## config.mk

```make
export PLATFORM = sky130hd
export DESIGN_NAME = fetch_sequencer
export DESIGN_NICKNAME = d
export VERILOG_FILES = /design/src/rtl/fetch_sequencer_pkg.sv /design/src/rtl/fetch_sequencer_next_address_mux.sv /design/src/rtl/fetch_sequencer.sv
export SDC_FILE = /design/constraint.sdc
export NUM_CORES = 1
export LEC_CHECK = 0
export CORE_UTILIZATION = 33
export DETAILED_ROUTE_END_ITERATION = 10
export PLACE_DENSITY = 0.78
export REMOVE_ABC_BUFFERS = 1
export SLEW_MARGIN = 30
export SYNTH_ARGS = -nofsm -noshare
export SYNTH_HDL_FRONTEND = slang
export SYNTH_SLANG_ARGS = --single-unit
```

## constraint.sdc

```tcl
create_clock -name clock -period 2 [get_ports clock]
set_input_delay 0.2 -clock clock [delete_from_list [all_inputs] [get_ports clock]]
set_output_delay 0.2 -clock clock [all_outputs]
set_load 0.05 [all_outputs]
```

## src/rtl/fetch_sequencer_pkg.sv

```systemverilog
// Shared CPU definitions for the fetch sequencer: FSM state encoding and
// default address constants (reset vector, interrupt vector, step size).
package fetch_sequencer_pkg;

  typedef enum logic [1:0] {
    BOOT   = 2'd0,
    FETCH  = 2'd1,
    DECODE = 2'd2
  } fetch_state_t;

  localparam int unsigned DEFAULT_SIZE         = 16;
  localparam int unsigned DEFAULT_INCREMENT    = 2;
  localparam logic [15:0] DEFAULT_RESET_VECTOR = 16'h0000;
  localparam logic [15:0] DEFAULT_IRQ_VECTOR   = 16'h0010;

endpackage

```

## src/rtl/fetch_sequencer_next_address_mux.sv

```systemverilog
// Combinational priority select of the next PC when leaving DECODE:
// interrupt vector, exception return, branch target, sequential step.
// Also produces the return address that an interrupt entry would save.
module next_address_mux
  import fetch_sequencer_pkg::*;
#(
  parameter int unsigned     SIZE       = DEFAULT_SIZE,
  parameter int unsigned     INCREMENT  = DEFAULT_INCREMENT,
  parameter logic [SIZE-1:0] IRQ_VECTOR = SIZE'(DEFAULT_IRQ_VECTOR)
) (
  input  logic [SIZE-1:0] pc_address,
  input  logic [SIZE-1:0] branch_target,
  input  logic [SIZE-1:0] epc,
  input  logic            branch_taken,
  input  logic            irq_take,
  input  logic            eret_take,
  output logic [SIZE-1:0] next_address,
  output logic [SIZE-1:0] epc_candidate
);

  logic [SIZE-1:0] seq_address_s;

  // Sequential step wraps silently at the top of the address space.
  assign seq_address_s = pc_address + SIZE'(INCREMENT);

  // Priority: interrupt, then return, then branch, then fall-through.
  always_comb begin
    epc_candidate = branch_taken ? branch_target : seq_address_s;
    if (irq_take) begin
      next_address = IRQ_VECTOR;
    end else if (eret_take) begin
      next_address = epc;
    end else if (branch_taken) begin
      next_address = branch_target;
    end else begin
      next_address = seq_address_s;
    end
  end

endmodule

```

## src/rtl/fetch_sequencer.sv

```systemverilog
// Fetch sequencer: drives PC hold/load and next address, sequences
// BOOT -> FETCH -> DECODE, and owns the one-deep interrupt state.
// Interrupt support (epc, ie, irqAck) is built only when the macro
// FETCH_SEQ_IRQ_EN is defined; otherwise irq/eret are ignored.
module fetch_sequencer
  import fetch_sequencer_pkg::*;
#(
  parameter int unsigned     SIZE         = DEFAULT_SIZE,
  parameter int unsigned     INCREMENT    = DEFAULT_INCREMENT,
  parameter logic [SIZE-1:0] RESET_VECTOR = SIZE'(DEFAULT_RESET_VECTOR),
  parameter logic [SIZE-1:0] IRQ_VECTOR   = SIZE'(DEFAULT_IRQ_VECTOR)
) (
  input  logic            clock,
  input  logic            reset,
  input  logic [SIZE-1:0] pcAddress,
  output logic [SIZE-1:0] nextAddress,
  output logic            pcHold,
  output logic            memReq,
  input  logic            memReady,
  output logic            instrValid,
  input  logic            stall,
  input  logic            branchTaken,
  input  logic [SIZE-1:0] branchTarget,
  input  logic            irq,
  input  logic            eret,
  output logic            irqAck,
  output logic [SIZE-1:0] epc
);

  fetch_state_t    state_r;
  logic [SIZE-1:0] mux_next_s;
  logic [SIZE-1:0] epc_candidate_s;
  logic [SIZE-1:0] epc_value_s;
  logic            irq_take_s;
  logic            eret_take_s;

`ifdef FETCH_SEQ_IRQ_EN
  logic [SIZE-1:0] epc_r;
  logic            ie_r;

  assign irq_take_s  = irq & ie_r;
  assign eret_take_s = eret;
  assign epc_value_s = epc_r;
  assign epc         = epc_r;
`else
  // Interrupts compiled out: requests are masked and epc reads as zero.
  assign irq_take_s  = irq & 1'b0;
  assign eret_take_s = eret & 1'b0;
  assign epc_value_s = {SIZE{1'b0}};
  assign epc         = epc_candidate_s & {SIZE{1'b0}};
`endif

  next_address_mux #(
    .SIZE       (SIZE),
    .INCREMENT  (INCREMENT),
    .IRQ_VECTOR (IRQ_VECTOR)
  ) u_next_address_mux (
    .pc_address    (pcAddress),
    .branch_target (branchTarget),
    .epc           (epc_value_s),
    .branch_taken  (branchTaken),
    .irq_take      (irq_take_s),
    .eret_take     (eret_take_s),
    .next_address  (mux_next_s),
    .epc_candidate (epc_candidate_s)
  );

  // FSM state plus epc/ie, which only change on the edge leaving DECODE.
  always_ff @(posedge clock or negedge reset) begin
    if (!reset) begin
      state_r <= BOOT;
`ifdef FETCH_SEQ_IRQ_EN
      epc_r   <= {SIZE{1'b0}};
      ie_r    <= 1'b1;
`endif
    end else begin
      case (state_r)
        BOOT: begin
          state_r <= FETCH;
        end
        FETCH: begin
          if (memReady) begin
            state_r <= DECODE;
          end
        end
        DECODE: begin
          if (!stall) begin
            state_r <= FETCH;
`ifdef FETCH_SEQ_IRQ_EN
            if (irq_take_s) begin
              epc_r <= epc_candidate_s;
              ie_r  <= 1'b0;
            end else if (eret_take_s) begin
              ie_r  <= 1'b1;
            end
`endif
          end
        end
        default: begin
          state_r <= BOOT;
        end
      endcase
    end
  end

  // Per-state outputs; an illegal encoding behaves like BOOT while recovering.
  always_comb begin
    nextAddress = pcAddress;
    pcHold      = 1'b1;
    memReq      = 1'b0;
    instrValid  = 1'b0;
    irqAck      = 1'b0;
    case (state_r)
      BOOT: begin
        nextAddress = RESET_VECTOR;
        pcHold      = 1'b0;
      end
      FETCH: begin
        memReq = 1'b1;
        pcHold = 1'b1;
      end
      DECODE: begin
        instrValid = 1'b1;
        if (stall) begin
          pcHold = 1'b1;
        end else begin
          pcHold      = 1'b0;
          nextAddress = mux_next_s;
          irqAck      = irq_take_s;
        end
      end
      default: begin
        nextAddress = RESET_VECTOR;
        pcHold      = 1'b0;
      end
    endcase
  end

endmodule

```

==> run metrics <==
Commonest cells post-synth buf_4 (18), nand2_1 (17), nor2_1 (12), o21ai_0 (12); placed cell areas 0.00209 mm²; RSZ-0062 raised after global routing true; flops & latches, synth 2; post-DP HPWL 3210 µm; post-synth top area share 0.121; post-synthesis sequential area ratio 0.0449; clk sinks 2; Vias per Instance 5.69; largest area contributor in the netlist buf_4; Final setup viols 13; drt pass-1 iters 5; clock latency on the worst-skew pair 0.24 ns; die height 60.1 µm; ANT nets after route 0; Leakage 1.08 nW; wire per inst 15.9 µm; Worst EP required 1.80 ns; Top delay family on crit path simple AND/OR/NAND/NOR gates; share of cells above drive strength 1 0.458; fmax between 400 and 500 MHz; max cap viols 0; buffers added on ports 55; Post-synth ARST share 1.00; area delta synth->final 121%; Post-Layout Inst Area about 0.0025 mm²; Fin. Hold Viols 0; Die Width 60.1 µm; nets 319; switching share of power 0.506; Final Wtd Congestion roughly 0.9; Num CTS Buffers 3; die area approximately 0.0036 mm²; largest net degree at the start of global routing 16; GRT Total Usage 0.260; Starting Density 0.356; n_diodes 0; Tmin final around 2.4 ns; CP Launch Type flip-flop; final setup margin -0.352 ns; initial antenna violation count 0; Comb power frac 0.937; Switch Pwr 1.33 mW; Remaining DRCs 0; status finished with violations; slowest stage delay, CP approximately 0.5 ns; Top FF cell, synth dfrtp_1; Post-Synthesis Cell Area 0.00111 mm²; Core Area 0.00313 mm²; drt initial violations 118; first-pass GRT wire length 7120 µm; P_int around 1.3 mW; crit-path max FO 2; failing checks setup timing; top-count cell post-synth buf_4; Top reg by flops state_r; final cycle utilization of the critical path 1.18; total global routing overflow 0; # rows 20; Reg power frac 0.027; hold_buf cts 0; clock network fraction of design power 0.036; vias in the first global route 1,629; Syn Area/Cell 6.56 µm²; io pins 75; Buffers & Inverters on Critical Path 2; crit path capture type primary output; CTS root buf clkbuf_4; Longest Clk Path Bufs 2; Crit-path slowest cell or4_4; synth warn 0; PwrDens 1060 mW/mm²; Worst IR Drop VDD 745 µV; Slew Viols, Final 0; Setup Skew 0.00568 ns; Via Count 1,804; worst hold-check path type primary input to async pin; Synth cell types 48; Post-synth EDFFs 0; synth top area cells buf_4 (12%), nand2_1 (5.7%), ha_1 (5.6%), o21ai_0 (5.4%), a22oi_1 (5.4%); Regs by FF count state_r x2; Hold Slack about 0.12 ns; CTS tree done; TNS Setup -2.31 ns; H-tree Lvls 1; total wire length 5050 µm; Worst-path clk slew 0.03 ns; Largest register FFs 2; CP Data Arrival Time 2.15 ns; CP Class flip-flop to primary output; crit-path cells inv_2, ha_4, and2_4, or4_4, a2bb2oi_1, o221a_1, buf_12; Mapped Cells between 150 and 200
cells in the final DEF (no fill, tap or decap), types with 4 or more instances in the layout:
master / instances
clkdlybuf4s50_1: 26
conb_1: 17
o21ai_1: 4
buf_4: 49
and2_4: 4
a22o_1: 6
nor4_2: 4
o21ai_0: 4
nor2_1: 12
buf_12: 15
a21oi_1: 6
dlymetal6s2s_1: 7
a22oi_1: 5
nand2_1: 16
o21ai_2: 4
nand4_1: 5
buf_6: 11
inv_1: 6
path summary, 6_finish.rpt:
kind | startpoint | endpoint | slack, ns | depth (start not counted)
worst max-delay path | state_r[0]$_DFFE_PN0P_ | nextAddress[8] | -0.35 | 7
worst min-delay path | reset | state_r[1]$_DFFE_PN0P_ | 0.12 | 1
worst max register to register | state_r[0]$_DFFE_PN0P_ | state_r[0]$_DFFE_PN0P_ | 0.38 | 8
worst min register to register | state_r[1]$_DFFE_PN0P_ | state_r[1]$_DFFE_PN0P_ | 0.65 | 3
max in group asynchronous | reset | state_r[0]$_DFFE_PN0P_ | 1.75 | 1
min in group clock | memReady | state_r[1]$_DFFE_PN0P_ | 0.62 | 3
layer usage:
layer,vias up,share of wire,GRT usage
met5,-,0,0
met4,0,0.028,0.123
met3,22,0.073,0.0433
met2,115,0.50,0.451
met1,857,0.39,0.308
li1,810,-,-
worst reg2reg max path: cells and delay by family (launching register included):
family,cells,cell delay (ns)
adder cells (fa/ha/maj),1,0.18
AND/OR/NAND/NOR,1,0.29
buffers and inverters,5,0.56
flip-flops,1,0.36
AO/OA/AOI/OAI,1,0.17
logic make-up after synthesis:
| group | share of synthesized area |
|---|---|
| multiplexers | 0.0382 |
| adder cells (fa/ha/maj) | 0.0561 |
| other | 0.00336 |
| buffers and inverters | 0.195 |
| AND/OR/NAND/NOR | 0.323 |
| AO/OA/AOI/OAI | 0.331 |
| XOR/XNOR | 0.00786 |
| flip-flops | 0.0449 |
through the flow:
step / cells / utilization / power (mW) / setup slack (ns)
3_5_place_dp: 302 / 0.668 / 2.19 / -0.284
6_report: 317 / 0.787 / 2.62 / -0.352
5_1_grt: 317 / 0.787 / 2.76 / -0.411
3_3_place_gp: 302 / 0.668 / 2.17 / -0.262
4_1_cts: 311 / 0.733 / 2.47 / -0.354
2_1_floorplan: 157 / - / 1.12 / -1.36
power by group through the flow:
stage	logic, mW	clock network, mW	registers (mW)
after floorplan	1.04	0	0.0755
after global placement	2.10	0	0.0662
after detailed placement	2.12	0	0.0662
after CTS	2.30	0.103	0.0707
after global routing	2.58	0.104	0.0711
final	2.45	0.0951	0.0708
final cells by class:
cell class              instances  area, µm²
clock buffers                   3       22.5
fillers                       190        667
inverters                       8       30.0
multi-input cells             147       1100
flip-flops and latches          2       50.0
well taps                      44       55.1
repair buffers                113       1210
timing repair:
item                       in CTS  in global routing
setup endpoints to repair      16                 16
gates resized for setup        40                 34
pin swaps                      12                 19
setup buffers                   6                  7
Power figures use the tool's default switching activity.
